<file path="src/rtl/uart_pkg.sv">
// Shared UART timing definitions: controller states, divider/acquisition limits
// and the acquisitions-per-bit clamp.
package uart_pkg;

  typedef enum logic {
    IDLE = 1'b0,
    RUN  = 1'b1
  } state_t;

  localparam int MIN_DIVISOR     = 2;
  localparam int MIN_ACQ_PER_BIT = 4;

  function automatic logic [3:0] clamp_acq(input logic [3:0] n);
    return (n < 4'(MIN_ACQ_PER_BIT)) ? 4'(MIN_ACQ_PER_BIT) : n;
  endfunction

endpackage

</file>
<file path="src/rtl/baud_frac_divider.sv">
// Fractional clock divider: integer period plus a 1/16-unit accumulator whose
// carry stretches the following period by one clock. Produces the acquisition strobe.
module baud_frac_divider #(
  parameter int DIV_W = 16
) (
  input  logic             clk,
  input  logic             rst,
  input  logic             clr,
  input  logic [DIV_W-1:0] div,
  input  logic [3:0]       frac,
  output logic             tc,
  output logic             acq_sig
);

  logic [DIV_W-1:0] div_cnt;
  logic [3:0]       acc;
  logic             carry;
  logic [DIV_W:0]   period_m1;
  logic [4:0]       acc_sum;

  // One bit wider than the divisor so the maximum divisor plus carry cannot wrap
  assign period_m1 = {1'b0, div} + {{DIV_W{1'b0}}, carry} - (DIV_W + 1)'(1);
  assign tc        = !clr && ({1'b0, div_cnt} == period_m1);
  assign acc_sum   = {1'b0, acc} + {1'b0, frac};

  always_ff @(posedge clk) begin
    if (rst || clr) begin
      div_cnt <= '0;
      acc     <= '0;
      carry   <= 1'b0;
      acq_sig <= 1'b0;
    end else if (tc) begin
      div_cnt <= '0;
      acc     <= acc_sum[3:0];
      carry   <= acc_sum[4];
      acq_sig <= 1'b1;
    end else begin
      div_cnt <= div_cnt + DIV_W'(1);
      acq_sig <= 1'b0;
    end
  end

endmodule

</file>
<file path="src/rtl/baud_acq_generator.sv">
// UART baud timing source: run/idle control, configuration latch, acquisition
// strobe via the fractional divider and the once-per-bit baud strobe.
module baud_acq_generator
  import uart_pkg::*;
#(
  parameter int DIV_W = 16
) (
  input  logic             clk,
  input  logic             rst,
  input  logic             p_Enable_i,
  input  logic             p_Restart_i,
  input  logic [DIV_W-1:0] Divisor_i,
  input  logic [3:0]       Fraction_i,
  input  logic [3:0]       AcqNumPerBit_i,
  output logic             AcqSig_o,
  output logic             p_BaudSig_o,
  output logic             p_ConfigError_o
);

  state_t           state, state_nxt;
  logic             clr, latch, err_nxt, div_bad, tc;
  logic [DIV_W-1:0] div_q;
  logic [3:0]       frac_q, n_q, acq_cnt;

  assign div_bad = Divisor_i < DIV_W'(MIN_DIVISOR);

  always_comb begin
    state_nxt = state;
    clr       = 1'b1;
    latch     = 1'b0;
    err_nxt   = 1'b0;
    case (state)
      IDLE: begin
        err_nxt = p_Enable_i && div_bad;
        if (p_Enable_i && !div_bad) begin
          state_nxt = RUN;
          latch     = 1'b1;
        end
      end
      RUN: begin
        if (!p_Enable_i) begin
          state_nxt = IDLE;
        end else if (p_Restart_i) begin
          // Restart overrides any terminal count on the same edge
          if (div_bad) begin
            state_nxt = IDLE;
            err_nxt   = 1'b1;
          end else begin
            latch = 1'b1;
          end
        end else begin
          clr = 1'b0;
        end
      end
      default: state_nxt = IDLE;
    endcase
  end

  always_ff @(posedge clk) begin
    if (rst) begin
      state           <= IDLE;
      p_ConfigError_o <= 1'b0;
    end else begin
      state           <= state_nxt;
      p_ConfigError_o <= err_nxt;
    end
  end

  always_ff @(posedge clk) begin
    if (latch) begin
      div_q  <= Divisor_i;
      frac_q <= Fraction_i;
      n_q    <= clamp_acq(AcqNumPerBit_i);
    end
  end

  baud_frac_divider #(.DIV_W(DIV_W)) u_div (
    .clk     (clk),
    .rst     (rst),
    .clr     (clr),
    .div     (div_q),
    .frac    (frac_q),
    .tc      (tc),
    .acq_sig (AcqSig_o)
  );

  always_ff @(posedge clk) begin
    if (rst || clr) begin
      acq_cnt     <= '0;
      p_BaudSig_o <= 1'b0;
    end else if (tc) begin
      if (acq_cnt == n_q - 4'd1) begin
        acq_cnt     <= '0;
        p_BaudSig_o <= 1'b1;
      end else begin
        acq_cnt     <= acq_cnt + 4'd1;
        p_BaudSig_o <= 1'b0;
      end
    end else begin
      p_BaudSig_o <= 1'b0;
    end
  end

endmodule

</file>
<file path="config.mk">
export PLATFORM = sky130hd
export DESIGN_NAME = baud_acq_generator
export DESIGN_NICKNAME = d
export VERILOG_FILES = /design/src/rtl/uart_pkg.sv /design/src/rtl/baud_frac_divider.sv /design/src/rtl/baud_acq_generator.sv
export SDC_FILE = /design/constraint.sdc
export NUM_CORES = 1
export LEC_CHECK = 0
export ABC_AREA = 1
export CORE_MARGIN = 5
export CORE_UTILIZATION = 62
export DETAILED_ROUTE_END_ITERATION = 10
export PLACE_DENSITY = 0.95
export SYNTH_ARGS = -nofsm -noshare
export SYNTH_HDL_FRONTEND = slang
export SYNTH_SLANG_ARGS = --single-unit
</file>
<file path="constraint.sdc">
create_clock -name clk -period 5.7 [get_ports clk]
set_clock_uncertainty 0.05 [all_clocks]
set_input_delay 0.855 -clock clk [delete_from_list [all_inputs] [get_ports clk]]
set_output_delay 0.855 -clock clk [all_outputs]
set_load 0.005 [all_outputs]
</file>
==> summary.txt, run 1 <==
Yosys
  • Top cell type's share of synthesized area: 22.3%
  • Sequential cell area fraction in the yosys report: 40.3%
  • Most frequently used flop master after synthesis: sky130_fd_sc_hd__dfxtp_1
  • Cell type with the largest total area after synthesis: sky130_fd_sc_hd__edfxtp_1
  • Register bit count reported by yosys: 53
  • Ranking of synthesized cells by area: sky130_fd_sc_hd__edfxtp_1 22%, sky130_fd_sc_hd__dfxtp_1 18%, sky130_fd_sc_hd__nand2_1 12%, sky130_fd_sc_hd__inv_1 6.9%, sky130_fd_sc_hd__nor2_1 6.0%
  • Summed instance area of the synthesized netlist: 3230 um^2
  • Mean Syn Cell Area: ~7.6 um^2
  • Number of synthesized flops with an enable pin: 24
  • Mapped Nets: 461
  • Synthesized instance count: 423
  • Fraction of registers with async set or reset after synthesis: 0%
  • Synthesis Warnings: 0
  • Count of unique library cells instantiated by Yosys: 37

Detailed routing
  • First DRT Iteration DRCs: 222
  • Routed len/inst: 13.8 um
  • Number of nets still failing antenna checks after routing: 0
  • DR vias/cell: approximately 5.4
  • DRT Wirelength: 7250 um
  • Count of vias placed by the detailed router: 2825
  • Pre-antenna DRT Iters: 5
  • Drt drc: 0

Worst hold path
  • Kind of path behind the tightest hold check: register to register

Power
  • Net switching component of the power: 172 uW
  • Standby leakage power: 0.00147 uW
  • Fraction of power consumed by the clock network: 33.0%
  • Reg power frac: roughly 56%
  • P_int: about 580 uW
  • Power share of the combinational group: a little over a tenth
  • Switching Share: 23.0%
  • PwrDens: 204 nW/um^2
  • Peak supply drop: 0.265 mV

STA
  • Number of endpoints with negative hold slack in the final report: 0
  • Setup repair after global routing missed its margin: false
  • Clock period minus worst slack: between 2000 and 3000 ps
  • Count of endpoints failing setup in the final report: 0
  • Part of the cycle the worst path needs: 50.6%
  • Fin Hold WS: roughly 440 ps
  • Measured slew at the worst slew-check pin: ~1200 ps
  • Peak Freq: roughly 350 MHz
  • Pins over their slew limit: 0
  • Worst relative slew slack: 17.6%
  • Sum Neg Setup Slack: 0 ps

Clock network
  • Clock latency on the worst-skew pair: 310 ps
  • Number of hold buffers added after CTS: 0
  • Count of H-tree levels built during CTS: 2
  • Master cell of the clock root buffer: sky130_fd_sc_hd__clkbuf_8
  • TritonCTS sink count: 53
  • CTS tree: yes
  • Count of instances resized after the clock tree is built: 0
  • Postcts setup bufs: 0
  • Total CTS buffers: 5
  • Longest Clk Path Bufs: 2
  • Clock slew seen by the registers of the worst setup and hold paths: 100 ps

Job
  • Number of maximum-capacitance constraint violations: 0

GRT
  • GR Util met1: 27.6%
  • Pin count of the biggest net entering global routing: 25
  • Met2 demand-to-capacity share in global routing: between 40% and 50%
  • Busiest layer in global routing: met2
  • Total global-route track usage: 23.8%
  • GR Layer Usage met3: 4.23%
  • Number of global-route vias before repair: 2830
  • Global-route congestion overflow total: 0
  • Initial antenna violation count: 0
  • Wire length of the first global-routing pass: 12400 um

Critical path
  • Data required time at the worst endpoint: 5860 ps
  • CP delay by family, top: simple AND/OR/NAND/NOR gates
  • Crit. End Element: register
  • Critical Path Source Type: register
  • Data arrival time of the worst path: between 3000 and 4000 ps
  • Crit path max-delay cell type: sky130_fd_sc_hd__edfxtp_1
  • Buffering stage count on the worst path with inverters included: 3
  • CP max FO: 20
  • Ordered list of cells on the worst path: inv_1 > ha_1 > ha_1 > inv_1 > nor2_1 > nand2_1 > nand2_1 > nand2_1 > inv_1 > nand2_1 > nor2_4 > nand3_4 > nand2_2 > nand2_2 > nand2_1 > nor2_1
  • CP max stage delay: ~380 ps
  • Setup CP Type: register to register
  • Crit-path most repeated cell: sky130_fd_sc_hd__nand2_1

Layout
  • Area of the multi-input gates: 1650 um^2
  • Fraction of final layout cells with drive strength greater than 1: 7.27%
  • Growth of design area from synthesis to finish: 14.0%
  • Sequential cell area: 1300 um^2
  • Commonest non-fill, non-tap cell in the layout: sky130_fd_sc_hd__nand2_1
  • Antenna diode count: 0
  • Number of filler instances in the final layout: 377
  • Final #Nets: 491
  • Most frequent cells in the layout: 105 x sky130_fd_sc_hd__nand2_1, 59 x sky130_fd_sc_hd__inv_1, 51 x sky130_fd_sc_hd__nor2_1
  • End-of-flow core utilization: a little over 70%

Die
  • DIE WIDTH: a little over 80 um
  • Num rows: 26
  • Core region area: just over 5000 um^2
  • I/O pin count: 31
  • Die height: between 80 and 90 um
  • Overall die area: 6750 um^2
  • Initial Utilization: 63.6%

Place
  • HPWL after detailed placement: 5570 um
  • Final weighted congestion in routability-driven placement: a little under 0.9
  • Count of buffers inserted at the top-level ports: 30

Outcome
  • Run status: finished, final reports clean
routing by layer:
layer  vias to the layer above  wire length (um)
met3                        18               416
met1                      1300              2860
li1                       1408                 -
met5                         -                 0
met2                        99              3770
met4                         0               212
final cells by class:
class,instances,share of cell area (%)
repair buffers,30,8.16
well taps,70,2.38
multi-input cells,301,44.9
inverters,62,6.33
flip-flops and latches,53,35.4
clock buffers,6,1.97
clock inverters,2,0.918
final timing paths:
| path | start | end | slack [ps] | depth (start not counted) |
|---|---|---|---|---|
| min reg2reg | u_div.acc[0] | u_div.acc[0] | 440 | 2 |
| max reg2reg | div_q[0] | acq_cnt[3] | 2820 | 16 |
| min | u_div.acc[0] | u_div.acc[0] | 440 | 2 |
| max | div_q[0] | acq_cnt[3] | 2820 | 16 |
flip-flops by register name (all words and copies together) (netlist names):
name	cells
frac_q	4
state	1
p_BaudSig_o	1
n_q	4
div_q	16
u_div.acq_sig	1
acq_cnt	4
u_div.carry	1
u_div.div_cnt	16
u_div.acc	4
p_ConfigError_o	1
power by group through the flow:
stage	clock [uW]	combinational, uW	sequential, uW
after floorplan	0	51.1	426
after global placement	0	77.0	429
after detailed placement	0	81.3	429
after CTS	249	81.8	421
after global routing	266	90.7	422
final	247	82.1	421
stage by stage:
step | setup slack (ps) | total power [uW] | instance area, um^2 | cells
3_5_place_dp | 2690 | 511 | 3570 | 516
6_report | 2820 | 750 | 3680 | 524
3_3_place_gp | 2820 | 506 | 3570 | 516
4_1_cts | 2830 | 751 | 3680 | 524
5_1_grt | 2590 | 778 | 3680 | 524
2_1_floorplan | 3180 | 477 | 3230 | 423
cells by family after synthesis:
logic type / count (synthesis) / synth area share [%]
and+or+nand+nor: 249 / 37.0
buffers and inverters: 69 / 8.61
DFF: 53 / 40.3
xor gates and xnor gates: 26 / 7.48
AOI/OAI and AO/OA: 16 / 2.52
adders and majority gates: 10 / 4.11
synth_stat cells, types with 2 or more instances:
cell type,n
sky130_fd_sc_hd__nor2_2,5
sky130_fd_sc_hd__nor2_1,52
sky130_fd_sc_hd__nor3_2,4
sky130_fd_sc_hd__nor3b_1,3
sky130_fd_sc_hd__a21oi_1,9
sky130_fd_sc_hd__edfxtp_1,24
sky130_fd_sc_hd__nand2_1,105
sky130_fd_sc_hd__or2_2,2
sky130_fd_sc_hd__xor2_1,11
sky130_fd_sc_hd__nand3_1,36
sky130_fd_sc_hd__nand4_1,7
sky130_fd_sc_hd__buf_6,2
sky130_fd_sc_hd__clkbuf_1,4
sky130_fd_sc_hd__nor3_1,13
sky130_fd_sc_hd__nor3b_2,2
sky130_fd_sc_hd__o21ai_1,3
sky130_fd_sc_hd__o21ai_0,3
sky130_fd_sc_hd__xnor2_1,14
sky130_fd_sc_hd__inv_1,59
sky130_fd_sc_hd__inv_2,2
sky130_fd_sc_hd__dfxtp_1,29
sky130_fd_sc_hd__ha_1,9
sky130_fd_sc_hd__or2_1,2
sky130_fd_sc_hd__nand2_2,3
sky130_fd_sc_hd__nor2_4,4
sky130_fd_sc_hd__nor4_1,5
worst register-to-register path, stage by stage (launching register included):
cell,delay (ps)
sky130_fd_sc_hd__edfxtp_1,380
sky130_fd_sc_hd__inv_1,80
sky130_fd_sc_hd__ha_1,310
sky130_fd_sc_hd__ha_1,300
sky130_fd_sc_hd__inv_1,100
sky130_fd_sc_hd__nor2_1,260
sky130_fd_sc_hd__nand2_1,90
sky130_fd_sc_hd__nand2_1,60
sky130_fd_sc_hd__nand2_1,60
sky130_fd_sc_hd__inv_1,50
sky130_fd_sc_hd__nand2_1,70
sky130_fd_sc_hd__nor2_4,220
sky130_fd_sc_hd__nand3_4,150
sky130_fd_sc_hd__nand2_2,370
sky130_fd_sc_hd__nand2_2,100
sky130_fd_sc_hd__nand2_1,90
sky130_fd_sc_hd__nor2_1,40
(Power assumes the default switching activity.)
==> run 2, diff against run 1 <==
Settings changed: CORE_UTILIZATION 62 to 52, PLACE_DENSITY 0.95 to 0.87.
Clock period 5.7 ns to 2.41 ns, I/O delays scaled along.
==> summary.txt, run 2 (synthesis gave the netlist of run 1 again) <==
Detailed routing
  • DRT Wirelength: 7640 um
  • Drt drc: 0
  • Count of vias placed by the detailed router: 2877
  • Pre-antenna DRT Iters: 5
  • Routed len/inst: 14.0 um
  • DR vias/cell: 5.28
  • Number of nets still failing antenna checks after routing: 0
  • First DRT Iteration DRCs: 197

Die
  • Overall die area: 7880 um^2
  • DIE WIDTH: 88.8 um
  • Die height: roughly 89 um
  • Num rows: 28
  • Core region area: 5990 um^2
  • Initial Utilization: 53.9%
  • I/O pin count: 31

Critical path
  • Worst setup slack for register-to-register paths: 110 ps
  • Launching element of the worst setup path: div_q[0]
  • Setup CP Type: register to register
  • Source of the worst register-to-register timing path: div_q[0]
  • FF-to-FF End: u_div.carry
  • Number of cells on the worst reg-to-reg path: 14
  • CP max FO: 8
  • Worst Setup EP: u_div.carry
  • Data arrival time of the worst path: 2490 ps
  • Data required time at the worst endpoint: roughly 2600 ps
  • Crit. End Element: register
  • Critical Path Source Type: register

Clock network
  • Number of hold buffers added after CTS: 0
  • Clock slew seen by the registers of the worst setup and hold paths: 90 ps
  • Clock latency on the worst-skew pair: 310 ps
  • TritonCTS sink count: 53
  • Total CTS buffers: 5
  • Master cell of the clock root buffer: sky130_fd_sc_hd__clkbuf_8
  • Longest Clk Path Bufs: 2
  • CTS tree: yes
  • Count of H-tree levels built during CTS: 2

Power
  • Standby leakage power: between 0.0015 and 0.002 uW
  • PwrDens: 465 nW/um^2
  • Peak supply drop: 0.468 mV

Place
  • Area post-placement: 3650 um^2
  • Final weighted congestion in routability-driven placement: between 0.9 and 1
  • HPWL after detailed placement: ~5600 um
  • Count of buffers inserted at the top-level ports: 30

GRT
  • Global-route congestion overflow total: 0
  • Pin count of the biggest net entering global routing: 17
  • Wire length of the first global-routing pass: 12300 um
  • Total global-route track usage: 20.1%
  • Initial antenna violation count: 0
  • Number of global-route vias before repair: 2790

Layout
  • Growth of design area from synthesis to finish: 19.2%
  • Commonest non-fill, non-tap cell in the layout: sky130_fd_sc_hd__nand2_1
  • Regs by FF count: div_q x16, u_div.div_cnt x16
  • Area of the multi-input gates: 1690 um^2
  • Most frequent cells in the layout: 103 x sky130_fd_sc_hd__nand2_1, 59 x sky130_fd_sc_hd__inv_1, 46 x sky130_fd_sc_hd__nor2_1
  • Sequential cell area: 1300 um^2
  • Fraction of final layout cells with drive strength greater than 1: around an eighth
  • Number of filler instances in the final layout: 462
  • Final instance area: 3850 um^2
  • Antenna diode count: 0
  • Final #Nets: 507

Worst hold path
  • Kind of path behind the tightest hold check: register to register

STA
  • Pins over their slew limit: 0
  • Number of endpoints with negative hold slack in the final report: 0
  • Clock period minus worst slack: 2300 ps
  • Setup repair after global routing missed its margin: true
  • Count of endpoints failing setup in the final report: 0
  • Part of the cycle the worst path needs: 95.2%
  • Worst relative slew slack: 76.5%
  • Fin Hold WS: 441 ps
  • Measured slew at the worst slew-check pin: 349 ps
  • Peak Freq: about 440 MHz

Job
  • Number of maximum-capacitance constraint violations: 0

Outcome
  • Run status: finished, final reports clean
run 2: cell count changes in the layout (fill, tap and decap cells not counted), sizes merged:
cell,previous run,this run
clkbuf,6,8
buf,0,16
bufinv,1,0
clkinv,2,1
run 2: final cells by class:
type | count | share of cell area (%)
multi-input cells | 301 | 43.9
clock buffers | 8 | 2.89
inverters | 62 | 6.05
repair buffers | 46 | 10.9
flip-flops and latches | 53 | 33.8
well taps | 75 | 2.44
run 2: worst max-delay path, stage by stage, from the launching register on:
cell and delay [ps]:
sky130_fd_sc_hd__edfxtp_1 370, sky130_fd_sc_hd__inv_1 70, sky130_fd_sc_hd__ha_2 200, sky130_fd_sc_hd__ha_4 150, sky130_fd_sc_hd__nand2_1 110, sky130_fd_sc_hd__nor2_4 210, sky130_fd_sc_hd__nor2_2 80, sky130_fd_sc_hd__nor3_2 130
sky130_fd_sc_hd__nand3_1 120, sky130_fd_sc_hd__nor2_2 190, sky130_fd_sc_hd__nand3_4 90, sky130_fd_sc_hd__buf_4 170, sky130_fd_sc_hd__nor2_4 160, sky130_fd_sc_hd__nand2_1 70, sky130_fd_sc_hd__o21ai_1 70
run 2: repair_timing:
| action | 4_1_cts | 5_1_grt |
|---|---|---|
| endpoints found under the hold margin | 0 | 0 |
| resized for setup | 0 | 11 |
| setup endpoints to repair | 0 | 27 |
| buffers inserted | 0 | 7 |
run 2: worst min-delay path by stage:
stage | from | to | slack, ps | depth (start not counted)
2_1_floorplan | rst | p_ConfigError_o | 390 | 1
3_3_place_gp | u_div.div_cnt[0] | u_div.div_cnt[0] | 420 | 1
3_5_place_dp | u_div.div_cnt[0] | u_div.div_cnt[0] | 420 | 1
4_1_cts | u_div.acc[3] | u_div.acc[3] | 440 | 2
5_1_grt | u_div.acc[3] | u_div.acc[3] | 460 | 2
6_report | u_div.div_cnt[0] | u_div.div_cnt[0] | 440 | 1
run 2: metal layers:
metal | up-vias | wire length [um] | track usage (%)
met2 | 104 | 3980 | 37.7
met5 | - | 0 | 0
li1 | 1440 | - | -
met4 | 0 | 205 | 6.04
met1 | 1310 | 3040 | 23.1
met3 | 23 | 413 | 3.35
run 2: power by group:
group	total [uW]	internal, uW	switching (uW)
sequential	995	969	25.5
combinational	216	103	113
clock	580	297	283
run 2: metrics by stage:
| step | std cells | util, % | worst slack (ps) | setup TNS, ps | power [uW] |
|---|---|---|---|---|---|
| 2_1_floorplan | 423 | - | 160 | 0 | 1130 |
| 3_3_place_gp | 530 | 60.9 | 187 | 0 | 1200 |
| 3_5_place_dp | 530 | 60.9 | 64.8 | 0 | 1210 |
| 4_1_cts | 538 | 62.7 | 48.5 | 0 | 1780 |
| 5_1_grt | 545 | 64.2 | -81.7 | -382 | 1860 |
| 6_report | 545 | 64.2 | 115 | 0 | 1790 |
